### src/rtl/ds_correlator.sv
// Multi-channel delta-sigma window counter and correlator.
// Counts high samples per window, correlates against ch0, accumulates per measurement.
module ds_correlator #(
  parameter int NUM_CH          = 2,
  parameter int WINDOW          = 128,
  parameter int DISCARD_WINDOWS = 1,
  parameter int ACCUM_WINDOWS   = 1200,
  parameter int ACC_W           = 32,
  parameter int OUT_SHIFT       = 16
) (
  input  logic                                     clk,
  input  logic                                     rst,
  input  logic [NUM_CH-1:0]                        ds_in,
  input  logic                                     start,
  output logic                                     busy,
  output logic                                     win_strobe,
  output logic [NUM_CH*$clog2(WINDOW+1)-1:0]       win_count,
  output logic                                     res_valid,
  input  logic                                     res_ready,
  output logic [(NUM_CH-1)*ACC_W-1:0]              res_data,
  output logic [(NUM_CH-1)*16-1:0]                 res_scaled,
  output logic                                     overrun
);

  localparam int CNT_W  = $clog2(WINDOW+1);
  localparam int SMP_W  = $clog2(WINDOW);
  localparam int PW     = 2*CNT_W;
  localparam int NWIN   = DISCARD_WINDOWS + ACCUM_WINDOWS;
  localparam int WI_W   = $clog2(NWIN+1);
  localparam int SUM_W  = ((ACC_W > PW) ? ACC_W : PW) + 1;
  localparam int SET_LAST = (DISCARD_WINDOWS > 0) ? DISCARD_WINDOWS-1 : 0;
  localparam int ACC_LAST = NWIN-1;
  localparam int NR     = NUM_CH-1;

  typedef enum logic [1:0] {IDLE, SETTLE, ACCUM, DRAIN} state_t;

  state_t           state;
  logic [SMP_W-1:0] samp;
  logic [WI_W-1:0]  widx;
  logic [CNT_W-1:0] cnt [NUM_CH];
  logic [PW-1:0]    prod [NR];
  logic [ACC_W-1:0] acc [NR];
  logic [ACC_W-1:0] acc_next [NR];
  logic             cl, cl_acc, cl_last;
  logic             pv, plast;
  logic             counting, close;

  assign counting = (state == SETTLE) || (state == ACCUM);
  assign close    = counting && (samp == SMP_W'(WINDOW-1));

  // saturating accumulate of the pending product
  always_comb begin
    for (int c = 0; c < NR; c++) begin
      logic [SUM_W-1:0] sum;
      sum = SUM_W'(acc[c]) + SUM_W'(prod[c]);
      acc_next[c] = acc[c];
      if (pv) begin
        if (sum > SUM_W'({ACC_W{1'b1}}))
          acc_next[c] = {ACC_W{1'b1}};
        else
          acc_next[c] = sum[ACC_W-1:0];
      end
    end
  end

  // sequencer, window counters, product pipeline and result handshake
  always_ff @(posedge clk) begin
    if (rst) begin
      state      <= IDLE;
      samp       <= '0;
      widx       <= '0;
      busy       <= 1'b0;
      win_strobe <= 1'b0;
      win_count  <= '0;
      res_valid  <= 1'b0;
      res_data   <= '0;
      overrun    <= 1'b0;
      cl         <= 1'b0;
      cl_acc     <= 1'b0;
      cl_last    <= 1'b0;
      pv         <= 1'b0;
      plast      <= 1'b0;
      for (int c = 0; c < NUM_CH; c++) cnt[c] <= '0;
      for (int c = 0; c < NR; c++) begin
        prod[c] <= '0;
        acc[c]  <= '0;
      end
    end else begin
      win_strobe <= close;
      cl         <= close;
      cl_acc     <= close && (state == ACCUM);
      cl_last    <= close && (state == ACCUM) &&
                    (int'(widx) == ACC_LAST);
      pv         <= cl && cl_acc;
      plast      <= cl && cl_last;

      if (cl) begin
        for (int c = 1; c < NUM_CH; c++)
          prod[c-1] <= PW'(win_count[c*CNT_W +: CNT_W]) *
                       PW'(win_count[0 +: CNT_W]);
      end

      if (state == IDLE) begin
        if (start) begin
          state <= (DISCARD_WINDOWS > 0) ? SETTLE : ACCUM;
          busy  <= 1'b1;
          samp  <= '0;
          widx  <= '0;
          for (int c = 0; c < NUM_CH; c++) cnt[c] <= '0;
        end
      end else if (counting) begin
        if (close) begin
          samp <= '0;
          widx <= widx + 1'b1;
          for (int c = 0; c < NUM_CH; c++) begin
            win_count[c*CNT_W +: CNT_W] <= cnt[c] + CNT_W'(ds_in[c]);
            cnt[c] <= '0;
          end
          if (state == SETTLE && int'(widx) == SET_LAST)
            state <= ACCUM;
          else if (state == ACCUM && int'(widx) == ACC_LAST)
            state <= DRAIN;
        end else begin
          samp <= samp + 1'b1;
          for (int c = 0; c < NUM_CH; c++)
            cnt[c] <= cnt[c] + CNT_W'(ds_in[c]);
        end
      end

      if (plast) begin
        for (int c = 0; c < NR; c++) begin
          res_data[c*ACC_W +: ACC_W] <= acc_next[c];
          acc[c] <= '0;
        end
        res_valid <= 1'b1;
        if (res_valid && !res_ready) overrun <= 1'b1;
        state <= IDLE;
        busy  <= 1'b0;
      end else begin
        for (int c = 0; c < NR; c++) acc[c] <= acc_next[c];
        if (res_valid && res_ready) res_valid <= 1'b0;
      end
    end
  end

  // scaled view of each result, clamped to 16 bits
  for (genvar g = 0; g < NR; g++) begin : g_scale
    logic [ACC_W+15:0] shw;
    assign shw = {16'b0, res_data[g*ACC_W +: ACC_W]} >> OUT_SHIFT;
    assign res_scaled[g*16 +: 16] =
      (shw > (ACC_W+16)'(16'hFFFF)) ? 16'hFFFF : shw[15:0];
  end

endmodule

### config.mk
export PLATFORM = sky130hd
export DESIGN_NAME = ds_correlator
export DESIGN_NICKNAME = d
export VERILOG_FILES = /design/src/rtl/ds_correlator.sv
export SDC_FILE = /design/constraint.sdc
export NUM_CORES = 1
export LEC_CHECK = 0
export BUFFER_PORTS_ARGS = -buffer_cell sky130_fd_sc_hd__buf_2
export CORE_MARGIN = 3
export CORE_UTILIZATION = 50
export DETAILED_ROUTE_END_ITERATION = 8
export GPL_ROUTABILITY_DRIVEN = 0
export PLACE_DENSITY = 0.73
export SETUP_SLACK_MARGIN = 0.3
export SLEW_MARGIN = 20
export SYNTH_ARGS = -nofsm -noshare
export SYNTH_HDL_FRONTEND = slang
export SYNTH_SLANG_ARGS = --single-unit
### constraint.sdc
create_clock -name clk -period 4.4 [get_ports clk]
set_clock_uncertainty 0.15 [all_clocks]
set_input_delay 0.22 -clock clk [delete_from_list [all_inputs] [get_ports clk]]
set_output_delay 0.22 -clock clk [all_outputs]
set_load 0.05 [all_outputs]
### Word-level counts from Yosys, hierarchy flattened

Memory sizes are Yosys's and may differ from the RTL's.
Index checks and enable logic that the tools add are counted.

* memories kept: 3
* bits in registers: 76
* bits in writable memories: 64
* bits of input ports: 6
* word-level logic and storage cells: 119

Memories
* acc: depth 1, bits a word 32, rd ports 1, clocked after Yosys merged registers in 0, write ports 1, line 42 `logic [ACC_W-1:0] acc [NR];`
* cnt: depth 2, bits a word 8, rd ports 2, clocked after Yosys merged registers in 0, write ports 2, line 40 `logic [CNT_W-1:0] cnt [NUM_CH];`
* prod: depth 1, bits a word 16, rd ports 1, clocked after Yosys merged registers in 0, write ports 1, line 41 `logic [PW-1:0] prod [NR];`

* multiplexer cells: 56
* $lt $le $gt $ge: 2
* equal/unequal tests: 5
* reduce and logical (&&, ||, !) cells: 27
* bitwise gates (word level): 7
* multiply operators: 1
* add/sub/neg operators: 5

Operator list (number)
* two-way mux 32 bit: 4
* OR reduction 32 bit: 2
* two-way mux 8 bit: 6
* two-way mux 11 bit: 4
* adder 32 x 16 -> 33 bit: 1
* > comparator 33 x 32 -> 1 bit (second input constant): 1
* two-way mux 16 bit: 2
* two-way mux 1 bit: 30
* two-way mux 7 bit: 4
* adder 8 x 1 -> 8 bit: 2
* > comparator 16 bit (second input constant): 1
* multiplier 8 x 8 -> 16 bit: 1
* OR reduction 16 bit: 1
* two-way mux 2 bit: 6
* adder 11 x 1 -> 11 bit (second input constant): 1
* equality test 11 bit (second input constant): 1
* logical NOT 11 bit: 1
* logical AND 1 bit: 9
* adder 7 x 1 -> 7 bit (second input constant): 1
* equality test 7 bit (second input constant): 1
* bitwise OR 1 bit: 6
* AND reduction 2 bit: 3
* AND reduction 3 bit: 2
* nonzero test 2 bit: 3
* 10 further kinds: 10

### Longest topological paths before layout

* depth in word-level cells: 10
* mapped depth: 18
* mapped depth without buffers: 18

### Least setup slack after synthesis

No wires, ideal clock.

* path kind: flip-flop to flip-flop
* from: register win_count[7]
* to: memory prod[0][15] (netlist name) (data pin)
* setup time: 0.266 ns
* clock period less this slack: 5.155 ns
* arrival time: 4.739 ns
* stages on the path, launching flop included: 18
* setup slack: -0.755 ns
* cell sequence: dfxtp_1 > nand2_1 > fa_1 > fa_1 > inv_1 > fa_1 > inv_1 > fa_1 > inv_1 > ha_1 > o21a_1 > o31a_1 > o211ai_1 > a21oi_1 > a2111oi_1 > a21oi_1 > xnor2_1 > nor2_1

* longest elaborated chain between the ends: 2

Ends and longest elaborated chain
* from (decl): line 17 `output logic [NUM_CH*$clog2(WINDOW+1)-1:0] win_count,`
* from (signal, indexed assignment): line 116 `win_count[c*CNT_W +: CNT_W] <= cnt[c] + CNT_W'(ds_in[c]);`
* multiplier 8 x 8 -> 16 bit: line 99 `prod[c-1] <= PW'(win_count[c*CNT_W +: CNT_W]) *`
* two-way mux 16 bit (no line)
* to (decl): line 41

No other way between the ends.

### Worst setup path in the final report

* from: register win_count[13]
* to: memory prod[0][13] (netlist name) (data pin)

The elaborated chain is that of the path after synthesis.

==> flow_metrics.py <==
metrics = {
    "sta": {
        "setup_ws_ps": -45.9,
        "fin_crit_sh_pct": 101,
        "final.min_clock_period_ps": 4450,
        "worst_pin_slew_ps": 1020,
        "rsz0062_at_grt": "yes",
        "fmax_mhz": 225,
        "slew_viol_final": 0,
        "setup_viol": 2,
        "holdWs_ps": 99.6,
        "final_hold_viol_count": 0,
        "slew_headroom_pct": 32.2,
    },
    "yosys": {
        "yosys_warnings": 0,
        "synth_area_leader_cell": "edfxtp_1",
        "ys_types": 62,
        "synth_top_flop_cell": "dfxtp_1",
        "synthCells": 954,
        "synthDominantCellAreaShare_pct": 21.3,
        "seq_area_frac_synth_pct": 38.1,
        "yosysMostFrequentCell": "nor2_1",
        "synth_commonest_cells": "147 x nor2_1, 76 x dfxtp_1, 75 x inv_1",
        "avgSynthCellArea_um2": 9.47,
        "netlist_area_um2": 9040,
        "synth_area_leaders": "edfxtp_1 21%, dfxtp_1 17%, ha_1 8.7%",
        "synth_edf_count": 64,
        "ys_async_sr_fraction_pct": 0,
        "ys_seq_elements": 140,
    },
    "global_routing": {
        "grt_pass1_wl_mm": 33.3,
        "overflow": 0,
        "track_usage_pct": 20.7,
        "grt_max_degree": 56,
        "antenna_found_initial": 0,
        "grt_pass1_vias": 6943,
    },
    "power_and_ir_drop": {
        "peakVddDrop_uv": 315,
        "swShare_pct": 23.7,
        "clkPwrFrac_pct": 47.0,
        "power.switching_mw": 0.761,
        "power_density_nw_per_um2": 301,
        "p_int_mw": 2.45,
        "power.share.sequential_pct": 45.0,
        "power_frac_comb_pct": 8.0,
        "leakage_nw": 4.64,
    },
    "layout": {
        "final_nets": 1181,
        "multi_input_area_um2": 5320,
        "final_util_pct": 61.1,
        "areaGrowthSynthToFinish_pct": 18.2,
        "fillers": 1440,
        "design_area_um2": 10700,
        "layout-drive-gt1-share_pct": 19.2,
        "regArea_um2": 3490,
        "diodes": 0,
    },
    "clock_network": {
        "cts_num_sinks": 140,
        "cts.clk_slew.worst_paths_ps": 60,
        "cts.root.buffer_cell": "clkbuf_16",
        "htree_levels": 4,
        "clock_path_buffers": 2,
        "numCtsBuffers": 17,
        "clock_latency_ps": 430,
        "cts_tree": "built",
    },
    "route": {
        "wl_per_cell_um": 14.9,
        "drt-total-wl_mm": 19.6,
        "ant_nets": 0,
        "drc_errors": 0,
        "viasPerCell": 5.31,
        "num_vias": 6969,
        "dr.pass1.iters": 5,
        "drtIter0Drc": 339,
    },
    "setup_path": {
        "crit_fanout": 2,
        "path_class": "reg -> reg",
        "cp_slowest_stage_delay_ps": 550,
        "crit_chain": "and2_4, fa_1, inv_2, fa_1, inv_1, fa_1, inv_1, fa_1, inv_2, ha_4, o21a_1, o31a_1, o211ai_1, a21oi_1, a2111oi_2, buf_4, xor2_1, nor2_1",
        "arrival_ps": 4460,
        "critical_path_required_ps": 4410,
        "critPathLaunchType": "flip-flop",
        "worst_setup_path_end_kind": "flip-flop",
        "crit_slowest_cell": "fa_1",
        "crit_path_frequent_cell": "fa_1",
    },
    "outcome": {
        "violations": "negative setup slack",
        "status": "complete, but fails checks",
    },
    "floorplanning": {
        "core-area_um2": 17500,
        "rows": 48,
        "die_y_um": 140,
        "die_w_um": 140,
        "die_area_um2": 19700,
        "start_util_pct": 51.7,
        "io_pins": 74,
    },
    "run": {
        "drv_cap": 0,
    },
    "place": {
        "dpl_cell_area_um2": 9970,
        "hpwl_mm": 14.7,
        "io_buffers": 73,
    },
    "min_path": {
        "hold_class": "in -> reg",
    },
}
layer usage:
metal | global-route usage [%] | vias up | routed length, µm
li1 | - | 3477 | -
met1 | 25.8 | 3300 | 8580
met2 | 35.7 | 142 | 9720
met3 | 3.48 | 50 | 766
met4 | 8.11 | 0 | 517
met5 | 0 | - | 0
area by class of cell:
type / instances / area share [%]
flip-flops and latches: 140 / 32.7
inverters: 75 / 2.64
clock buffers: 18 / 4.02
well taps: 225 / 2.64
repair buffers: 115 / 6.42
multi-input cells: 726 / 49.8
clock inverters: 14 / 1.80
stage by stage:
step | setup slack [ps] | cells | TNS, ps | power (mW)
finish | -45.9 | 1313 | -53.0 | 3.21
floorplan | 2.33 | 985 | 0 | 1.66
global placement | -34.7 | 1274 | -38.4 | 1.72
CTS | -54.5 | 1312 | -94.5 | 3.23
global route | -237 | 1313 | -665 | 3.33
detailed placement | -97.2 | 1274 | -171 | 1.72
registers in the layout (all words and copies together) (netlist names):
name	cells
acc	32
res_data	32
cnt	16
prod	16
win_count	16
widx	11
samp	7
state	2
busy	1
cl	1
cl_acc	1
cl_last	1
overrun	1
plast	1
pv	1
res_valid	1
power by group through the flow:
stage | Clock, mW | Combinational (mW) | Sequential [mW]
after floorplan | 0 | 0.199 | 1.46
after global placement | 0 | 0.248 | 1.47
after detailed placement | 0 | 0.253 | 1.47
after CTS | 1.53 | 0.257 | 1.44
after global routing | 1.59 | 0.290 | 1.45
final | 1.51 | 0.257 | 1.44
worst max-delay path, delay by kind of cell (launching register included):
family	cells	cell delay, ps
AO/OA/AOI/OAI	5	800
XOR/XNOR	1	140
adder cells (fa/ha/maj)	5	2190
buffers and inverters	5	360
flip-flops	1	340
AND/OR/NAND/NOR	2	210
cells by family (layout without fill, tap and decap cells):
group,count (synthesis),in the layout,synth area share (%)
XOR/XNOR,51,51,4.94
AO/OA/AOI/OAI,167,167,13.6
other,1,32,0.0415
AND/OR/NAND/NOR,368,368,19.8
buffers and inverters,119,222,5.73
adder cells (fa/ha/maj),100,100,16.9
multiplexers,8,8,0.886
flip-flops,140,140,38.1
repair_timing:
action                                  in CTS  in global routing
hold buffers                                 2                  0
endpoints found under the setup margin       5                  8
gates resized for setup                      5                  8
pin swaps                                   17                 17
setup buffers                                4                  1
hold endpoints to repair                     3                  0
worst paths after layout:
kind	start	endpoint	slack [ps]	cells past startpoint
max reg2reg	win_count[13]$_SDFFE_PP0P_	prod[0][13]$_SDFFCE_PN0P_	-50	18
max	win_count[13]$_SDFFE_PP0P_	prod[0][13]$_SDFFCE_PN0P_	-50	18
min	rst	res_valid$_SDFFE_PP0P_	100	2
min reg2reg	cl_last$_SDFF_PP0_	plast$_SDFF_PP0_	280	1
placed cells by master (no fill, tap or decap), types with 5 or more instances in the layout:
cell	count
xor2_1	31
clkbuf_16	17
and3_1	10
a211oi_1	41
fa_1	36
inv_1	72
edfxtp_1	64
nand4_1	11
dfxtp_1	61
xnor2_1	19
and4_1	5
o21ai_2	5
nand2b_1	14
conb_1	32
and2_4	8
nor2b_1	10
ha_1	59
a211oi_4	5
dfxtp_4	13
nand2_1	55
buf_4	40
nor2_1	146
mux2i_1	8
nor3_1	7
a21o_1	10
o21ai_0	21
and2_1	56
nand3_1	27
buf_2	73
clkinvlp_4	5
or2_2	5
a21oi_1	40
o21a_1	5
No activity file was read; power rests on OpenSTA's default activity.
